--- config.mk ---
export PLATFORM = sky130hd
export DESIGN_NAME = ysyx_22050039_fetch_unit
export DESIGN_NICKNAME = d
export VERILOG_FILES = /design/src/rtl/ysyx_22050039_fetch_unit.sv
export SDC_FILE = /design/constraint.sdc
export NUM_CORES = 1
export LEC_CHECK = 0
export CAP_MARGIN = 10
export CORE_MARGIN = 10
export CORE_UTILIZATION = 50
export DETAILED_ROUTE_END_ITERATION = 10
export GPL_ROUTABILITY_DRIVEN = 0
export PLACE_DENSITY = 0.94
export SKIP_LAST_GASP = 1
export SYNTH_ARGS = -nofsm -noshare
export SYNTH_HDL_FRONTEND = slang
export SYNTH_SLANG_ARGS = --single-unit
export TNS_END_PERCENT = 30
--- constraint.sdc ---
create_clock -name clk -period 5.4 [get_ports clk]
set_clock_uncertainty 0.1 [all_clocks]
set_input_delay 1.35 -clock clk [delete_from_list [all_inputs] [get_ports clk]]
set_output_delay 1.35 -clock clk [all_outputs]
set_load 0.05 [all_outputs]
--- src/rtl/ysyx_22050039_fetch_unit.sv ---
// Instruction fetch stage: holds the PC, keeps one imem fetch in flight at a time, and hands
// {inst, inst_pc} to decode. Redirects replace the PC and squash any response that is now stale.
module ysyx_22050039_fetch_unit #(
    parameter int XLEN     = 64,
    parameter int INST_LEN = 32,
    parameter logic [XLEN-1:0] RESET_PC = XLEN'(64'h8000_0000)
) (
    input  logic                clk,
    input  logic                rst,
    input  logic                redirect_valid,
    input  logic [XLEN-1:0]     redirect_pc,
    input  logic                halt,
    output logic                imem_req_valid,
    input  logic                imem_req_ready,
    output logic [XLEN-1:0]     imem_addr,
    input  logic                imem_rsp_valid,
    input  logic [INST_LEN-1:0] imem_rsp_data,
    output logic                inst_valid,
    input  logic                inst_ready,
    output logic [INST_LEN-1:0] inst,
    output logic [XLEN-1:0]     inst_pc,
    output logic [XLEN-1:0]     fetch_cnt
);

    typedef enum logic [1:0] {S_REQ, S_WAIT, S_HOLD} state_t;

    state_t              r_state, w_state_nxt;
    logic [XLEN-1:0]     r_pc, w_pc_nxt;
    logic [XLEN-1:0]     r_inst_pc, w_inst_pc_nxt;
    logic [XLEN-1:0]     r_cnt, w_cnt_nxt;
    logic [INST_LEN-1:0] r_inst, w_inst_nxt;
    logic                r_stale, w_stale_nxt;

    logic                w_req_fire;
    logic                w_dec_fire;
    logic [XLEN-1:0]     w_redir_pc;

    // Gating with rst keeps the request low during reset even though state already reads S_REQ.
    assign imem_req_valid = rst & (r_state == S_REQ) & ~halt;
    assign inst_valid     = (r_state == S_HOLD);
    assign imem_addr      = r_pc;
    assign inst           = r_inst;
    assign inst_pc        = r_inst_pc;
    assign fetch_cnt      = r_cnt;

    assign w_req_fire = imem_req_valid & imem_req_ready;
    assign w_dec_fire = inst_valid & inst_ready;
    assign w_redir_pc = redirect_pc & ~XLEN'(3);

    always_comb begin
        w_state_nxt   = r_state;
        w_pc_nxt      = redirect_valid ? w_redir_pc : r_pc;
        w_inst_pc_nxt = r_inst_pc;
        w_inst_nxt    = r_inst;
        w_cnt_nxt     = r_cnt;
        w_stale_nxt   = r_stale;
        unique case (r_state)
            S_REQ: begin
                if (w_req_fire) begin
                    w_state_nxt = S_WAIT;
                    w_stale_nxt = redirect_valid;
                end
            end
            S_WAIT: begin
                if (imem_rsp_valid) begin
                    if (r_stale || redirect_valid) begin
                        w_stale_nxt = 1'b0;
                        w_state_nxt = S_REQ;
                    end else begin
                        w_inst_nxt    = imem_rsp_data;
                        w_inst_pc_nxt = r_pc;
                        w_state_nxt   = S_HOLD;
                    end
                end else if (redirect_valid) begin
                    w_stale_nxt = 1'b1;
                end
            end
            S_HOLD: begin
                // A consumed instruction still counts when a redirect lands in the same cycle.
                if (w_dec_fire) begin
                    w_cnt_nxt = r_cnt + XLEN'(1);
                    if (!redirect_valid)
                        w_pc_nxt = r_pc + XLEN'(4);
                end
                if (w_dec_fire || redirect_valid)
                    w_state_nxt = S_REQ;
            end
            default: w_state_nxt = S_REQ;
        endcase
    end

    always_ff @(posedge clk or negedge rst) begin
        if (!rst) begin
            r_state   <= S_REQ;
            r_pc      <= RESET_PC;
            r_inst_pc <= '0;
            r_inst    <= '0;
            r_cnt     <= '0;
            r_stale   <= 1'b0;
        end else begin
            r_state   <= w_state_nxt;
            r_pc      <= w_pc_nxt;
            r_inst_pc <= w_inst_pc_nxt;
            r_inst    <= w_inst_nxt;
            r_cnt     <= w_cnt_nxt;
            r_stale   <= w_stale_nxt;
        end
    end

endmodule

==> metrics.md, run 1 <==
| Metric | Value |
|---|---|
| VDD IR-drop max | ~500 µV |
| EDFF count, synth | 0 |
| Sequential area share after synthesis | 55.0% |
| CP max-delay cell | clkdlybuf4s50_1 |
| Post-Layout Inst Area | 0.0147 mm² |
| Synthesis-stage register bit count | between 200 and 250 |
| Largest net degree at the start of global routing | approximately 130 |
| Max incr delay on CP | 0.89 ns |
| Synth Area in Compound Gates | about 2.1% |
| DIE AREA | 0.0268 mm² |
| Critical Path RT | 3.95 ns |
| Final setup violating endpoints | 0 |
| Rel. slew slack | between 30% and 40% |
| Cell variety after synth | 43 |
| CTS tree | done |
| Hold Path Class | reg -> reg |
| Switching Fraction | about two fifths |
| Die X-Extent | 164 µm |
| Synth Area in Simple Gates | 16.2% |
| Syn. warnings | 0 |
| # Post-CTS Setup Buffers | 0 |
| Clock Power Share | roughly a quarter |
| Largest delay share family, worst path | buffers and inverters |
| H-tree levels | 1 |
| Unrepaired setup endpoints after global routing | false |
| Leakage power | 6.35 nW |
| Initial detailed-routing violation count | approximately 650 |
| Slew Viols, Final | 0 |
| DP HPWL | 23500 µm |
| Mux share of post-synthesis cell area | 16.5% |
| Largest family of logic cells by synthesized area | multiplexers |
| Area growth, synth to finish | 42.2% |
| XOR/XNOR Fraction of Synth Area | 7.80% |
| Total track usage | 23.7% |
| Fmax | 0.264 GHz |
| Post-Synthesis Cells | 879 |
| Port Buffer Count | 326 |
| Nets | 1310 |
| Cell Pwr Density | ~470 mW/mm² |
| Largest fanout on the critical path | 10 |
| Clk root buf | clkbuf_16 |
| P_int | 4.07 mW |
| Grt ovf | 0 |
| Vias after detailed routing | 8546 |
| Post-CTS resize count | 0 |
| Final Hold Fails | 0 |
| Net Sw Power | ~2.8 mW |
| Crit Path Category | reg -> out |
| Commonest cells post-synth | dfrtp_1 (226), mux2_2 (101), nand2_1 (75) |
| CTS Buf Count | 25 |
| Clock Latency Late Sink | 0.52 ns |
| Status | finished, final reports clean |
| Combinational share of power | 40.6% |
| Max clock buf depth | 3 |
| Synth top area cells | dfrtp_1 (55%), mux2_2 (11%), mux2i_1 (5.5%) |
| Top_reg_cell synth | dfrtp_1 |
| Setup_tns | 0 ns |
| Die H | 164 µm |
| Worst path depth | 2 |
| Core Region | 0.0203 mm² |
| Drt drc | 0 |
| Filler cells | 1332 |
| Fin crit share | 70.0% |
| Drt first pass iters | 5 |
| CP arrival | 2.33 ns |
| Final ANT Viol Nets | 0 |
| Drt wl/cell | between 20 and 25 µm |
| Via density | around 5.7 |
| Clock sinks | 227 |
| Mapped Avg Cell Area | 11.7 µm² |
| Worst-path cell chain | nor2b_1 > clkdlybuf4s50_1 |
| Netlist area before placement | 0.0103 mm² |
| Layout cell share with drive strength beyond 1 | 13.1% |
| CP Capture Type | output port |
| FP Rows | 52 |
| Cell with the most instances after synthesis | dfrtp_1 |
| Initial antenna violation count | 1 |
| Cts hold-fix bufs | 0 |
| Clock-pin slew on the worst setup and hold paths | approximately 0.060 ns |
| Tmin final | about 3.8 ns |
| Yosys top cell by area | dfrtp_1 |
| Area share of fa/ha/maj cells after synthesis | 0.242% |
| Hold path depth | 1 |
| Sequential Power Share | around a third |
| Path depth of the worst reg2reg path | 5 |
| Max cap viols | 0 |
| Number of global-route vias before repair | about 9k |
| Ys async rst share | 100% |
| Slew @ Worst Pin | 0.985 ns |
| WL final | 33200 µm |
| CP startpoint kind | flop |
| Syn Nets | 984 |
| CP Buf/Inv Count | 1 |
| IO Pins | approximately 330 |
| First-pass GRT wire length | 50900 µm |
| Top cell type's share of synthesized area | 54.8% |
| Placement Cell Area | between 0.01 and 0.015 mm² |
| Starting Density | between 50% and 60% |
## placed cells by master (no fill, tap or decap), drive strengths merged, types with 6 or more instances in the layout
cell type	synthesis	final
dfrtp	226	226
clkdlybuf4s50	0	323
nor4	20	20
clkbuf	23	41
nor3	32	32
xor2	36	36
nor2	31	31
mux2i	57	57
and2	6	6
nand2	75	75
buf	11	10
xnor2	56	56
and3	16	16
mux2	101	101
nand3	45	45
inv	17	18
and4	8	8
o21ai	28	28
nand4	51	51
## kinds of logic after synthesis
kind of cell / after synthesis
simple gates: 309
flops: 227
mux: 158
xor+xnor: 92
buf+inv: 51
compound gates: 40
fa+ha+maj: 2
## state kept, by name (all words and copies together), names as in the netlist
register	flops
fetch_cnt	64
imem_addr	64
inst	32
inst_pc	64
r_stale	1
r_state	2
## per-layer routing
layer  track usage [%]  up-vias  part of all wire (%)
met4              8.29        0                   2.9
met1              27.6     4251                    37
met3              7.38       76                   9.9
li1                  -     3798                     -
met5                 0        -                     0
met2              40.6      421                    50
## worst paths after layout
path / startpoint / to / slack, ns
setup / recovery: r_state[1] / inst_valid / 1.62
hold / removal: fetch_cnt[63] / fetch_cnt[63] / 0.37
setup reg to reg: r_state[1] / fetch_cnt[43] / 2.32
hold reg to reg: fetch_cnt[63] / fetch_cnt[63] / 0.37
max in group asynchronous: rst / inst[8] / 2.86
min in group asynchronous: rst / imem_addr[37] / 0.63
## power groups by stage
stage	Sequential [mW]	Clock, mW	Combinational (mW)
2_1_floorplan	3.67	0	0.405
3_3_place_gp	2.35	0	2.74
3_5_place_dp	2.39	0	2.78
4_1_cts	2.38	1.72	2.81
5_1_grt	2.42	1.79	2.88
6_report	2.38	1.69	2.78
## metrics by stage
step | utilization (%) | power [mW] | std cells | hold slack, ns | setup slack (ns)
floorplan | - | 4.08 | 879 | 0.402 | 0.957
global placement | 68.3 | 5.10 | 1448 | 0.361 | 1.24
finish | 72.3 | 6.85 | 1497 | 0.373 | 1.62
global route | 72.3 | 7.09 | 1495 | 0.392 | 1.44
CTS | 72.3 | 6.90 | 1494 | 0.378 | 1.60
detailed placement | 68.3 | 5.17 | 1448 | 0.366 | 1.22
## area by class of cell
cell class | count | area, µm² | area share [%]
Clock inverter | 5 | 53.8 | 0.366
Tap cell | 270 | 338 | 2.30
Inverter | 17 | 63.8 | 0.434
Multi-Input combinational cell | 601 | 4450 | 30.3
Sequential cell | 227 | 5680 | 38.7
Clock buffer | 41 | 766 | 5.21
Timing Repair Buffer | 333 | 3330 | 22.7
Antenna cell | 3 | 7.51 | 0.0511
No activity file was read; power rests on OpenSTA's default activity.
==> run 2: changes to the inputs <==
CORE_UTILIZATION = 47   (was 50)
PLACE_DENSITY = 0.9   (was 0.94)
clock period = 3.8 ns   (was 5.4 ns; I/O delays follow)
==> metrics.md, run 2 (synthesis results as in run 1) <==
| Metric | Value |
|---|---|
| Drt drc | 0 |
| Starting Density | 47.6% |
| Final setup violating endpoints | 0 |
| Switching Fraction | 40.4% |
| Area growth, synth to finish | 42.8% |
| Clk root buf | clkbuf_16 |
| Commonest non-fill, non-tap cell in the layout | clkdlybuf4s50_1 |
| Tmin final | 3.42 ns |
| CTS Buf Count | 25 |
| Commonest non-fill, non-tap cells in the layout | clkdlybuf4s50_1 (323), dfrtp_1 (226), mux2_2 (101) |
| Initial antenna violation count | 2 |
| Fin crit share | 89.9% |
| Final ANT Viol Nets | 0 |
| Filler cells | approximately 1.5k |
| Nets | 1317 |
| Clock Latency Late Sink | 0.52 ns |
| Clock Power Share | between 20 and 25% |
| Hold Path Class | reg -> reg |
| Die H | between 150 and 200 µm |
| Met1 Routed Length | 12300 µm |
| DP HPWL | 23100 µm |
| Via density | about 5.5 |
| DIE AREA | roughly 0.028 mm² |
| CP Capture Type | output port |
| Final Hold Fails | 0 |
| Max incr delay on CP | 0.90 ns |
| Fin util | 68.0% |
| Combinational share of power | 40.8% |
| Placement Cell Area | 0.0140 mm² |
| Die X-Extent | 168 µm |
| Status | finished, final reports clean |
| FP Rows | 54 |
| Critical Path RT | around 2.8 ns |
| Initial detailed-routing violation count | 628 |
| Top Layer Used | met5 |
| Core Region | between 0.02 and 0.025 mm² |
| Sequential Power Share | a little over a third |
| H-tree levels | 1 |
| Net Sw Power | 3.89 mW |
| Max cap viols | 0 |
| Slew Viols, Final | 0 |
| Fmax | 0.293 GHz |
| Setup_tns | 0 ns |
| CP arrival | between 2 and 2.5 ns |
| Worst hold start | fetch_cnt[60] |
| Crit Path Category | reg -> out |
| Drt wl/cell | 21.1 µm |
| # Post-CTS Setup Buffers | 0 |
| Drt first pass iters | 5 |
| Largest net degree at the start of global routing | 167 |
| CP max-delay cell | clkdlybuf4s50_1 |
| Worst-path cell chain | nor2b_1 > clkdlybuf4s50_1 |
| First-pass GRT wire length | 50000 µm |
| Rel. slew slack | 28.8% |
| FF-to-FF Start | r_state[1] |
| Clock-pin slew on the worst setup and hold paths | 0.06 ns |
| CP Launch Point | r_state[1] |
| Post-CTS resize count | 0 |
| Layout cell share with drive strength beyond 1 | 13.6% |
| P_int | 5.74 mW |
| Number of global-route vias before repair | 8713 |
| CTS tree | done |
| Post-Layout Inst Area | 0.0148 mm² |
| Clock sinks | 227 |
| Met3 wire length | 3250 µm |
| Unrepaired setup endpoints after global routing | false |
| VDD IR-drop max | 561 µV |
| WL final | 31800 µm |
| Grt ovf | 0 |
| WL met2 | 15500 µm |
| Vias after detailed routing | 8368 |
| Total track usage | 21.5% |
| Cts hold-fix bufs | 0 |
| Largest fanout on the critical path | 10 |
| Slew @ Worst Pin | 1.07 ns |
| FF-to-FF setup slack | 1.21 ns |
| Max clock buf depth | 3 |
| Cell Pwr Density | 653 mW/mm² |
| Port Buffer Count | 326 |
| IO Pins | 329 |
| Leakage power | 6.38 nW |
| CP startpoint kind | flop |
[run 2: cell types whose count changed in the layout (fill, tap and decap cells not counted), sizes merged]
cell / change
buf: +7
clkbuf: -5
clkinv: +3
diode: -2
inv: -1
[run 2: cell type report]
class | instances | area [µm²] | area share (%)
repair buffers | 340 | 3420 | 23.2
clock buffers | 36 | 727 | 4.93
flip-flops and latches | 227 | 5680 | 38.5
inverters | 17 | 63.8 | 0.433
well taps | 280 | 350 | 2.37
diodes | 1 | 2.50 | 0.0170
multi-input cells | 601 | 4450 | 30.2
clock inverters | 7 | 60.1 | 0.407
[run 2: worst paths after layout]
check	to	cells after the start
max in group asynchronous	inst_pc[52]	3
setup / recovery	inst_valid	2
setup reg to reg	imem_addr[37]	5
hold reg to reg	fetch_cnt[60]	1
hold / removal	fetch_cnt[60]	1
min in group asynchronous	inst_pc[0]	2
[run 2: per-layer routing]
metal / track usage (%) / vias up
li1: - / 3801
met5: 0 / -
met2: 36.0 / 360
met4: 5.56 / 2
met1: 25.6 / 4151
met3: 8.10 / 54
[run 2: metrics by stage]
stage               hold slack, ns  setup slack [ns]  std cells  power, mW
floorplan                    0.402             0.157        879       5.80
global placement             0.355             0.411       1465       7.24
detailed placement           0.381             0.290       1465       7.33
CTS                          0.393             0.339       1508       9.70
global route                 0.419             0.272       1509       9.97
finish                       0.389             0.383       1509       9.63
[run 2: worst max-delay path, delay by kind of cell, from the launching register on]
family / cells / cell delay (ns)
DFF: 1 / 0.60
and+or+nand+nor: 1 / 0.34
buffers and inverters: 1 / 0.90
[run 2: power by group through the flow]
stage                     Combinational, mW  Clock [mW]  Sequential (mW)
after CTS                              3.97        2.38             3.36
after global routing                   4.06        2.48             3.43
after detailed placement               3.94           0             3.38
final                                  3.93        2.34             3.36
after global placement                 3.91           0             3.34
after floorplan                       0.576           0             5.22
